--- config.mk ---
export PLATFORM = sky130hd
export DESIGN_NAME = alu_share_arbiter
export DESIGN_NICKNAME = d
export VERILOG_FILES = /design/src/rtl/alu_share_arbiter.sv
export SDC_FILE = /design/constraint.sdc
export NUM_CORES = 1
export LEC_CHECK = 0
export BUFFER_PORTS_ARGS = -buffer_cell sky130_fd_sc_hd__buf_4
export CAP_MARGIN = 25
export CORE_UTILIZATION = 35
export DETAILED_ROUTE_END_ITERATION = 6
export SETUP_SLACK_MARGIN = 0.1
export SYNTH_ARGS = -nofsm -noshare
export SYNTH_HDL_FRONTEND = slang
export SYNTH_SLANG_ARGS = --single-unit
--- constraint.sdc ---
create_clock -name clk -period 4.4 [get_ports clk]
set_input_delay 0.88 -clock clk [delete_from_list [all_inputs] [get_ports clk]]
set_output_delay 0.88 -clock clk [all_outputs]
set_load 0.02 [all_outputs]
--- src/rtl/alu_share_arbiter.sv ---
`default_nettype none
// ============================================================================
// Module   : alu_share_arbiter (with alu_share_arbiter_pkg)
// Purpose  : Shares one combinational ALU between two requesters. A granted
//            request is registered into an issue stage that drives the ALU.
//            The ALU result is then captured into a per-port response
//            register. Both sides use valid/ready handshakes.
// Revision : 1.0 - initial release
// ============================================================================

package alu_share_arbiter_pkg;
    typedef enum logic [3:0] {
        ALU_ADD  = 4'd0,
        ALU_SUB  = 4'd1,
        ALU_XOR  = 4'd2,
        ALU_OR   = 4'd3,
        ALU_AND  = 4'd4,
        ALU_SLL  = 4'd5,
        ALU_SRL  = 4'd6,
        ALU_SRA  = 4'd7,
        ALU_SLTS = 4'd8,
        ALU_SLTU = 4'd9,
        ALU_EQ   = 4'd10,
        ALU_NE   = 4'd11
    } alu_opcode_e;
endpackage

module alu_share_arbiter
    import alu_share_arbiter_pkg::*;
#(
    parameter int FIXED_PRIO = 0,
    parameter int XLEN       = 32
) (
    input  logic              clk,
    input  logic              reset_n,
    // request side
    input  logic [1:0]        req_valid_ip,
    output logic [1:0]        req_ready_op,
    input  alu_opcode_e       req0_operator_ip,
    input  logic [XLEN-1:0]   req0_operand_a_ip,
    input  logic [XLEN-1:0]   req0_operand_b_ip,
    input  alu_opcode_e       req1_operator_ip,
    input  logic [XLEN-1:0]   req1_operand_a_ip,
    input  logic [XLEN-1:0]   req1_operand_b_ip,
    // response side
    output logic [1:0]        resp_valid_op,
    input  logic [1:0]        resp_ready_ip,
    output logic [XLEN-1:0]   resp0_result_op,
    output logic [XLEN-1:0]   resp1_result_op,
    output logic [1:0]        resp_error_op,
    // ALU side
    output logic              alu_enable_op,
    output alu_opcode_e       alu_operator_op,
    output logic [XLEN-1:0]   alu_operand_a_op,
    output logic [XLEN-1:0]   alu_operand_b_op,
    input  logic [XLEN-1:0]   alu_result_ip,
    input  logic              alu_valid_ip
);

    // issue stage
    logic            iss_valid_q, iss_valid_d;
    logic            iss_id_q,    iss_id_d;
    alu_opcode_e     iss_op_q,    iss_op_d;
    logic [XLEN-1:0] iss_a_q,     iss_a_d;
    logic [XLEN-1:0] iss_b_q,     iss_b_d;
    logic            rr_last_q,   rr_last_d;

    // response registers
    logic [1:0]      resp_valid_q, resp_valid_d;
    logic [1:0]      resp_error_q, resp_error_d;
    logic [XLEN-1:0] resp_result_q [2];
    logic [XLEN-1:0] resp_result_d [2];

    // handshake helpers
    logic [1:0]      pop;
    logic [1:0]      grant;
    logic            drain;
    logic            iss_free;
    logic            accept;
    logic            acc_id;

    assign pop      = resp_valid_q & resp_ready_ip;
    // The issue stage can only retire into its own port's slot; if that slot
    // is full and not being popped, the whole stage (both ports) stalls.
    assign drain    = iss_valid_q & (~resp_valid_q[iss_id_q] | pop[iss_id_q]);
    assign iss_free = ~iss_valid_q | drain;

    generate
        if (FIXED_PRIO != 0) begin : g_fixed_prio
            // Port 0 always wins when it asks.
            always_comb begin
                grant = 2'b00;
                if (req_valid_ip[0])      grant = 2'b01;
                else if (req_valid_ip[1]) grant = 2'b10;
            end
        end else begin : g_round_robin
            // Single requester wins; on a tie the port not granted last wins.
            always_comb begin
                grant = 2'b00;
                case (req_valid_ip)
                    2'b01:   grant = 2'b01;
                    2'b10:   grant = 2'b10;
                    2'b11:   grant = rr_last_q ? 2'b01 : 2'b10;
                    default: grant = 2'b00;
                endcase
            end
        end
    endgenerate

    // grant is one-hot and only set for a valid port, so ready implies accept
    assign req_ready_op = grant & {2{iss_free}};
    assign accept       = |(req_valid_ip & req_ready_op);
    assign acc_id       = req_ready_op[1];

    // Issue stage next state: load on accept, empty on drain without refill.
    always_comb begin
        iss_valid_d = iss_valid_q;
        iss_id_d    = iss_id_q;
        iss_op_d    = iss_op_q;
        iss_a_d     = iss_a_q;
        iss_b_d     = iss_b_q;
        rr_last_d   = rr_last_q;
        if (accept) begin
            iss_valid_d = 1'b1;
            iss_id_d    = acc_id;
            iss_op_d    = acc_id ? req1_operator_ip  : req0_operator_ip;
            iss_a_d     = acc_id ? req1_operand_a_ip : req0_operand_a_ip;
            iss_b_d     = acc_id ? req1_operand_b_ip : req0_operand_b_ip;
            rr_last_d   = acc_id;
        end else if (drain) begin
            iss_valid_d = 1'b0;
        end
    end

    // Response slots: a drain refills its slot (even while being popped),
    // otherwise a pop empties it. Data is retained after a pop.
    always_comb begin
        resp_valid_d     = resp_valid_q;
        resp_error_d     = resp_error_q;
        resp_result_d[0] = resp_result_q[0];
        resp_result_d[1] = resp_result_q[1];
        for (int i = 0; i < 2; i++) begin
            if (drain && (iss_id_q == 1'(i))) begin
                resp_valid_d[i]  = 1'b1;
                resp_error_d[i]  = ~alu_valid_ip;
                resp_result_d[i] = alu_valid_ip ? alu_result_ip : '0;
            end else if (pop[i]) begin
                resp_valid_d[i]  = 1'b0;
            end
        end
    end

    // Issue stage and arbitration history registers.
    always_ff @(posedge clk or negedge reset_n) begin
        if (!reset_n) begin
            iss_valid_q <= 1'b0;
            iss_id_q    <= 1'b0;
            iss_op_q    <= ALU_ADD;
            iss_a_q     <= '0;
            iss_b_q     <= '0;
            rr_last_q   <= 1'b1;
        end else begin
            iss_valid_q <= iss_valid_d;
            iss_id_q    <= iss_id_d;
            iss_op_q    <= iss_op_d;
            iss_a_q     <= iss_a_d;
            iss_b_q     <= iss_b_d;
            rr_last_q   <= rr_last_d;
        end
    end

    // Response registers.
    always_ff @(posedge clk or negedge reset_n) begin
        if (!reset_n) begin
            resp_valid_q     <= 2'b00;
            resp_error_q     <= 2'b00;
            resp_result_q[0] <= '0;
            resp_result_q[1] <= '0;
        end else begin
            resp_valid_q     <= resp_valid_d;
            resp_error_q     <= resp_error_d;
            resp_result_q[0] <= resp_result_d[0];
            resp_result_q[1] <= resp_result_d[1];
        end
    end

    assign alu_enable_op    = iss_valid_q;
    assign alu_operator_op  = iss_op_q;
    assign alu_operand_a_op = iss_a_q;
    assign alu_operand_b_op = iss_b_q;

    assign resp_valid_op    = resp_valid_q;
    assign resp_error_op    = resp_error_q;
    assign resp0_result_op  = resp_result_q[0];
    assign resp1_result_op  = resp_result_q[1];

endmodule

`default_nettype wire

==> results.cfg <==
[finish]
area_growth_pct = 50.9
layout.nets = 910
layout.filler_cells = 1488
diodes = 0
post_route_cells_drive_above_1_share = 0.729
fin_cells = 973
fraction_of_the_core_area_covered_by_cells_at_the_end_of_the_flow = 0.543

[critical_path]
critPathMostFrequentCell = sky130_fd_sc_hd__buf_4
critical_path.max_stage_delay_ps = 330
reg2regPathDepth = 4
critPathRequiredTime_ps = 3520
path_class = in2out
worst_setup_path_end_kind = output pin
crit_chain = buf_4 > and4bb_1 > nor4_1 > buf_4
critPathMaxFanout = 3
timing.critical_path.from_type = primary input
critical_path.slowest_cell = sky130_fd_sc_hd__nor4_1
data_arrival_critical_path_ps = 1760

[global_routing]
busiest_layer = met2
grt_use_met1 = 0.210
grtUsageTotal = 0.191
grt_overflow_total = 0
globalRouteMet2Util = 0.341
first_global_vias = 4916
first_pass_grt_wire_length_um = 26400
antenna_found_initial = 0
pin_count_of_the_biggest_net_entering_global_routing = 72
grt.met3_usage = 0.0670

[timing]
final_worst_path_period_need_ps = 2640
report.final.hold_viol_count = 0
worst_slew_margin_rel = 0.389
timing_max_transition_violations_final = 0
holdWs_ps = 476
tightest_slew_ps = 916
rsz0062_at_grt = false
finalSetupViolations = 0
timing.clock.skew_ps = 8.88
tns_ps = 0
fin_ws_ps = 1760
period_utilization_post_route = 0.601
max_clock_freq_mhz = 378

[cts]
cts_setup_buffers = 0
clock_sink_count = 139
cts.path.max_buffers = 2
cts_tree = done
clk_transition_reported_paths_ps = 60
root_buffer = sky130_fd_sc_hd__clkbuf_16
cts_resized = 0
clkLatencyLatePin_ps = 410
numCtsBuffers = 17
cts.hold.buffers_added = 0
cts_htree_levels = 4

[logic_synthesis]
synth.avg_cell_area_um2 = 14.8
synth.cell_area_um2 = 6240
synth_common_cells = 191 x sky130_fd_sc_hd__mux2_2, 138 x sky130_fd_sc_hd__dfrtp_1, 32 x sky130_fd_sc_hd__and2_1
yosysTopAreaCellShare = 0.553
postSynthRegisterBits = 139
synth_fp_nets = 597
synth-async-reset-ratio = 1.00
syn-instance-count = 422
synth-edff-count = 0
post-synth-top-count-cell = sky130_fd_sc_hd__mux2_2
library_cell_occupying_the_most_area_in_the_post_synthesis_netlist = sky130_fd_sc_hd__dfrtp_1
yosys_warnings = 0
netlist-cell-type-count = 25
synth.top_cells.by_area = sky130_fd_sc_hd__dfrtp_1 55%, sky130_fd_sc_hd__mux2_2 34%, sky130_fd_sc_hd__and2_1 3.2%
ys.flop_type = sky130_fd_sc_hd__dfrtp_1
portion_of_the_post_synthesis_area_used_by_sequential_elements = 0.558

[floorplan]
dieHeight_um = 136
die_width_um = 136
placeable_core_region_um2 = 17400
floorplan.initialDensity = 0.360
top_level_ports = 314
cell_rows = 48
die_area_um2 = 18400

[pwr]
net-switching-power_mw = 2.35
vdd_ir_drop_max_mv = 0.445
seq_power_share = 0.329
power_density_nw_per_um2 = 696
power_frac_comb = 0.452
internal-power_mw = 4.21
clock_power_share = 0.220
power.static_leakage_nw = 4.55
p_sw_frac = 0.358

[route]
routed_wirelength_um = 17300
vias = 4580
firstDrtPassIters = 4
post_drt_wl_per_cell_um = 17.8
remaining_drc_errors = 0
initialDrtViolationCount = 109
route.antenna.remaining_nets = 0
avgViaCountPerCell = 4.71

[placed_design]
place.port_buffers = 313
detailed_place_hpwl_um = 12800
dp_worst_slack_ps = 1640
final_weighted_congestion_in_routability_driven_placement = 0.757
placed_cells = 941

[worst_hold_path]
worstHoldPathType = in2async

[job]
cap_viol_max_count = 0

[run_status]
status = completed
## worst max-delay path: cells and delay by family
family	cells	cell delay, ps
buffers and inverters	2	300
AND/OR/NAND/NOR	2	590
## power groups by stage
stage / Combinational (mW) / Clock (mW) / Sequential [mW]
floorplan: 1.01 / 0 / 2.82
finish: 2.96 / 1.44 / 2.15
CTS: 3.01 / 1.48 / 2.16
detailed placement: 3.01 / 0 / 2.18
global route: 3.14 / 1.53 / 2.23
global placement: 2.98 / 0 / 2.15
## per-layer routing
layer	share of wire	up-vias	routed length (um)
met3	0.088	15	1520
met2	0.52	193	9060
met4	0.011	0	196
met5	0	-	0
met1	0.38	2243	6530
li1	-	2129	-
## cells in the final DEF, fill, tap and decap left out, types with 3 or more instances in the layout
master,n
sky130_fd_sc_hd__and3_1,3
sky130_fd_sc_hd__and2_1,32
sky130_fd_sc_hd__dfrtp_1,138
sky130_fd_sc_hd__clkinv_4,3
sky130_fd_sc_hd__mux2_2,191
sky130_fd_sc_hd__clkinv_2,4
sky130_fd_sc_hd__clkinvlp_4,4
sky130_fd_sc_hd__clkbuf_16,17
sky130_fd_sc_hd__inv_1,4
sky130_fd_sc_hd__mux2_1,9
sky130_fd_sc_hd__bufinv_16,3
sky130_fd_sc_hd__buf_4,317
## cell type report
| class | instances | area [um^2] | area share |
|---|---|---|---|
| Clock buffer | 17 | 425 | 0.0452 |
| Clock inverter | 15 | 175 | 0.0186 |
| Inverter | 4 | 15.0 | 0.00159 |
| Multi-Input combinational cell | 254 | 2630 | 0.279 |
| Sequential cell | 139 | 3480 | 0.370 |
| Tap cell | 225 | 282 | 0.0299 |
| Timing Repair Buffer | 319 | 2410 | 0.256 |
## path summary, 6_finish.rpt
kind,start,to,slack [ps]
setup / recovery,resp_ready_ip[0],req_ready_op[0],1760
hold / removal,reset_n,resp1_result_op[24]$_DFFE_PN0P_,480
setup reg to reg,alu_enable_op$_DFFE_PN0P_,alu_operand_b_op[23]$_DFFE_PN0P_,2210
hold reg to reg,alu_operand_a_op[5]$_DFFE_PN0P_,alu_operand_a_op[5]$_DFFE_PN0P_,490
max in group asynchronous,reset_n,resp1_result_op[2]$_DFFE_PN0P_,2940
min in group clk,alu_operand_a_op[5]$_DFFE_PN0P_,alu_operand_a_op[5]$_DFFE_PN0P_,490
## logic make-up after synthesis
kind of cell,after synthesis,synth area share
AO/OA/AOI/OAI,6,0.00602
buffers and inverters,29,0.0229
flip-flops,139,0.558
AND/OR/NAND/NOR,46,0.0493
multiplexers,202,0.364
## stage by stage
step	cell area, um^2	power, mW
2_1_floorplan	6240	3.83
3_3_place_gp	8820	5.12
3_5_place_dp	8820	5.18
4_1_cts	9420	6.65
5_1_grt	9420	6.90
6_report	9420	6.55
## flip-flops by register name, indices dropped and copies added, names as in the netlist
register          cells
alu_operator_op       4
resp_error_op         2
rr_last_q             1
resp0_result_op      32
resp_valid_op         2
resp1_result_op      32
alu_enable_op         1
alu_operand_b_op     32
alu_operand_a_op     32
iss_id_q              1
No activity file was read; power rests on OpenSTA's default activity.
